### src/rtl/enc4to2_pkg.sv
// Shared types and widths for the registered 4-to-2 priority encoder.
package enc4to2_pkg;

  typedef enum logic {
    EMPTY = 1'b0,
    FULL  = 1'b1
  } state_t;

  localparam int unsigned IN_W  = 4;
  localparam int unsigned OUT_W = 2;

endpackage

### src/rtl/enc4to2_prio.sv
// Combinational 4-to-2 priority encoder: highest set bit wins, err on any non-one-hot word.
module enc4to2_prio
  import enc4to2_pkg::*;
(
  input  logic [IN_W-1:0]  d,
  output logic [OUT_W-1:0] x,
  output logic             err
);

  always_comb begin
    x = '0;
    // Ascending scan so the highest set bit is the last one written.
    for (int unsigned i = 0; i < IN_W; i++) begin
      if (d[i]) x = OUT_W'(i);
    end
    err = ($countones(d) != 1);
  end

endmodule

### src/rtl/enc4to2_reg.sv
// Registered 4-to-2 priority encoder with valid/ready handshake.
// Optional saturating error counter enabled by defining ENC4TO2_ERR_CNT_EN.
module enc4to2_reg
  import enc4to2_pkg::*;
#(
  parameter int unsigned ERR_CNT_W = 8
) (
  input  logic                 clk,
  input  logic                 rst_n,
  input  logic                 in_valid,
  output logic                 in_ready,
  input  logic [IN_W-1:0]      D,
  output logic                 out_valid,
  input  logic                 out_ready,
  output logic [OUT_W-1:0]     X,
  output logic                 err,
  output logic [ERR_CNT_W-1:0] err_cnt
);

  state_t           state, state_d;
  logic             accept;
  logic [OUT_W-1:0] x_enc;
  logic             err_enc;

  enc4to2_prio u_prio (
    .d   (D),
    .x   (x_enc),
    .err (err_enc)
  );

  always_ff @(posedge clk or negedge rst_n) begin
    if (!rst_n) state <= EMPTY;
    else        state <= state_d;
  end

  always_comb begin
    in_ready = (state == EMPTY) || out_ready;
    accept   = in_valid && in_ready;
    state_d  = state;
    case (state)
      EMPTY:   if (accept) state_d = FULL;
      FULL:    if (out_ready && !accept) state_d = EMPTY;
      default: state_d = EMPTY;
    endcase
  end

  assign out_valid = (state == FULL);

  // X/err only move on accept so the last result survives a drain.
  always_ff @(posedge clk or negedge rst_n) begin
    if (!rst_n) begin
      X   <= '0;
      err <= 1'b0;
    end else if (accept) begin
      X   <= x_enc;
      err <= err_enc;
    end
  end

`ifdef ENC4TO2_ERR_CNT_EN
  logic [ERR_CNT_W-1:0] cnt_q;

  always_ff @(posedge clk or negedge rst_n) begin
    if (!rst_n)                                 cnt_q <= '0;
    else if (accept && err_enc && cnt_q != '1)  cnt_q <= cnt_q + ERR_CNT_W'(1);
  end

  assign err_cnt = cnt_q;
`else
  assign err_cnt = '0;
`endif

endmodule

### config.mk
export PLATFORM = sky130hd
export DESIGN_NAME = enc4to2_reg
export DESIGN_NICKNAME = d
export VERILOG_FILES = /design/src/rtl/enc4to2_pkg.sv /design/src/rtl/enc4to2_prio.sv /design/src/rtl/enc4to2_reg.sv
export SDC_FILE = /design/constraint.sdc
export NUM_CORES = 1
export LEC_CHECK = 0
export BUFFER_PORTS_ARGS = -buffer_cell sky130_fd_sc_hd__buf_2
export CORE_AREA = 5 5 42 44
export CTS_BUF_LIST = sky130_fd_sc_hd__clkbuf_8
export CTS_CLUSTER_DIAMETER = 100
export CTS_CLUSTER_SIZE = 14
export DETAILED_ROUTE_END_ITERATION = 10
export DIE_AREA = 0 0 47 49
export PLACE_DENSITY = 0.54
export SYNTH_ARGS = -nofsm -noshare
export SYNTH_HDL_FRONTEND = slang
export SYNTH_HIERARCHICAL = 1
export SYNTH_SLANG_ARGS = --single-unit
### constraint.sdc
create_clock -name clk -period 3 [get_ports clk]
set_clock_uncertainty 0.05 [all_clocks]
set_input_delay 0.6 -clock clk [delete_from_list [all_inputs] [get_ports clk]]
set_output_delay 0.6 -clock clk [all_outputs]
set_load 0.02 [all_outputs]
==> impl_results.md <==
* Via density per instance at 3.67
* Post-CTS setup repair buffer count at 0
* Ordered cell list for the critical path: buf_2, inv_1, fa_1, inv_1, ha_1, ha_1, nor2_1, nand2_1, mux2_4
* Antenna viol nets, final at 0
* Vias at 224
* Most common cell after layout, fill and taps aside: buf_2
* Max-slew violation total from the final report at 0
* Post-route worst hold slack at between 100 and 150 ps
* DRT Pass-1 Iters at 1
* Largest voltage drop on the vdd net at 0.0948 mV
* Met3 Wirelength at just under 90 um
* Syn-to-layout area delta at 27.0%
* Achievable clock frequency at 0.476 GHz
* MaxCap Viol Count at 0
* Die area at roughly 2300 sq um
* Filler Cell Count at 150
* Clock Sinks at 4
* Cell taking the most area after synthesis: dfrtp_1
* Later-pin clock latency in the skew report at 210 ps
* Most used cells in the layout excluding fill and tap cells: buf_2, conb_1, inv_1, dfrtp_1
* Worst Setup EP: err
* Worst reg-to-reg path cell count at 3
* Global-route wire length before repair at between 800 and 900 um
* Total Negative Setup Slacks at 0 ps
* Comb pwr share at 0.269
* Cell-internal power at roughly 180 uW
* Setup repair after global routing missed its margin: no
* Hpwl dp at 552 um
* Effective utilization at floorplan at 0.231
* Wire length on met1 at 167 um
* H-Tree Depth at 1
* Count of port buffers added during placement at 12
* Mean routed wirelength per cell at 10.2 um
* Number of distinct standard cells referenced by the synthesized netlist at 14
* Count of endpoints failing setup in the final report at 0
* ANT cells at 0
* Critical path's top delay family: adder cells
* Starting DRC count in detailed routing at 0
* Largest net degree at the start of global routing at 5
* Switching fraction of total power at 0.285
* Nets at between 50 and 60
* Clock network fraction of design power at 0.455
* Number of global-route vias before repair at between 200 and 250
* Number of buffers on the longest clock path at 2
* Class of the tightest hold or removal check: in -> async
* Count of endpoints failing hold in the final timing report at 0
* Type of element launching the critical path: input port
* Routability cong. at slightly above 0.6
* Minimum clock period at 2100 ps
* Post-cts gate resize count at 0
* CTS Root Cell: clkbuf_8
* Buffers and inverters on the worst path at 3
* Share of final-layout standard cells stronger than drive strength 1 at 0.444
* Clock-pin slew on the worst setup and hold paths at about 30 ps
* Synthesis Warnings at 6
* Internal reg-to-reg setup slack at 1980 ps
* First element of the critical path: D[0]
* Main area contributors after synthesis: dfrtp_1, buf_4, mux2_4, ha_1, fa_1
* Summed instance area of the synthesized netlist at 324 sq um
* CP Data Required Time at 3040 ps
* Slowest stage cell on the critical path: fa_1
* Critical path class: in -> reg
* Power per Cell Area at between 500 and 600 nW/um^2
* CTS tree: done
* RR Endpoint: err
* Total stage count of the critical path at 9
* Antenna violations before repair at 0
* Post-detailed-routing wire length at 621 um
* Remaining DRCs at 0
* Share of the synthesized area in the top cell type at 0.309
* Net switching power at 69.9 uW
* GR Overflow Total at 0
* Crit Reg-Reg Startpoint: out_valid
* Sequential share of power at 0.276
* Kind of end point of the critical path: flip-flop
* Horiz. Die Dim at 47 um
* Portion of the clock cycle consumed by the worst path in the final layout at 0.700
* Number of standard-cell rows in the floorplan at 14
* Critical Path Fanout Max at 1
* Area of the core at 1400 sq um
* Topmost layer with routed signal wires: met4
* Syn Inst Count at 31
* Average cell area after synthesis at 10.5 sq um
* Number of CTS-inserted buffers at 3
* Top-Level Pins at 21
* Share of the yosys chip area belonging to registers at 0.309
* Status: finished, final reports clean
* CP Data Arrival Time at approximately 2100 ps
* Y dimension of the die at approximately 50 um
* Overall Global Routing Usage at 0.0550
* Met2 Routed Length at 351 um
* Hold buffer count at CTS at 0
* Total of flip-flops plus latches after synthesis at 4
* Largest stage delay on the critical path at 530 ps
* Leak Pwr at around 0.24 nW
[worst register-to-register path: stages, from the launching register on]
cell and delay, ps:
dfrtp_1 390, nand2b_4 100, nand2_4 70, mux2_4 300
[cells by family (layout without fill, tap and decap cells)]
logic type,count (synthesis),after routing,share of synthesized area
other,1,8,0.0116
adders and majority gates,3,3,0.139
DFF,4,4,0.309
AOI/OAI and AO/OA,1,1,0.0154
and+or+nand+nor,6,6,0.143
buffers and inverters,13,20,0.243
muxes,3,3,0.139
[per-layer routing]
layer / vias to the layer above / global-route usage
li1: 105 / -
met1: 104 / 0.0287
met2: 13 / 0.104
met3: 2 / 0.0148
met4: 0 / 0.0691
met5: - / 0
[sequential cells by signal (all words and copies together) (netlist names)]
signal     cells
err            1
X              2
out_valid      1
[synthesized netlist by cell type]
cell	count
mux2_4	3
inv_1	5
conb_1	1
nor2_1	1
nand2_1	1
or2b_1	1
dfrtp_1	4
fa_1	1
or2_1	1
buf_4	8
o21ai_1	1
ha_1	2
nand2b_4	1
nand2_4	1
[power groups by stage]
stage	Sequential (mW)	Combinational, mW	Clock [mW]
finish	0.0678	0.0661	0.112
global route	0.0688	0.0712	0.119
detailed placement	0.0688	0.0671	0
global placement	0.0678	0.0650	0
floorplan	0.0781	0.0441	0
CTS	0.0682	0.0674	0.116
[worst min-delay path by stage]
stage / startpoint / to / depth (start not counted)
detailed placement: rst_n / X[0] / 1
global route: rst_n / out_valid / 1
finish: rst_n / X[0] / 1
global placement: rst_n / out_valid / 1
CTS: rst_n / X[0] / 1
floorplan: rst_n / X[0] / 0
[metrics by stage]
| step | total power [mW] | instances | area, sq um | utilization | setup WS, ps |
|---|---|---|---|---|---|
| 6_report | 0.246 | 61 | 412 | 0.294 | 901 |
| 5_1_grt | 0.259 | 61 | 412 | 0.294 | 839 |
| 4_1_cts | 0.252 | 61 | 412 | 0.294 | 889 |
| 3_5_place_dp | 0.136 | 58 | 370 | 0.264 | 668 |
| 3_3_place_gp | 0.133 | 58 | 370 | 0.264 | 693 |
| 2_1_floorplan | 0.122 | 38 | 350 | - | 816 |
[cell type report]
class                   instances  area, sq um  share of cell area
clock buffers                   3         41.3               0.100
well taps                      16         20.0              0.0486
inverters                       5         18.8              0.0456
repair buffers                 12         60.1               0.146
flip-flops and latches          4          100               0.243
multi-input cells              21          171               0.416
No activity file was read; power rests on OpenSTA's default activity.
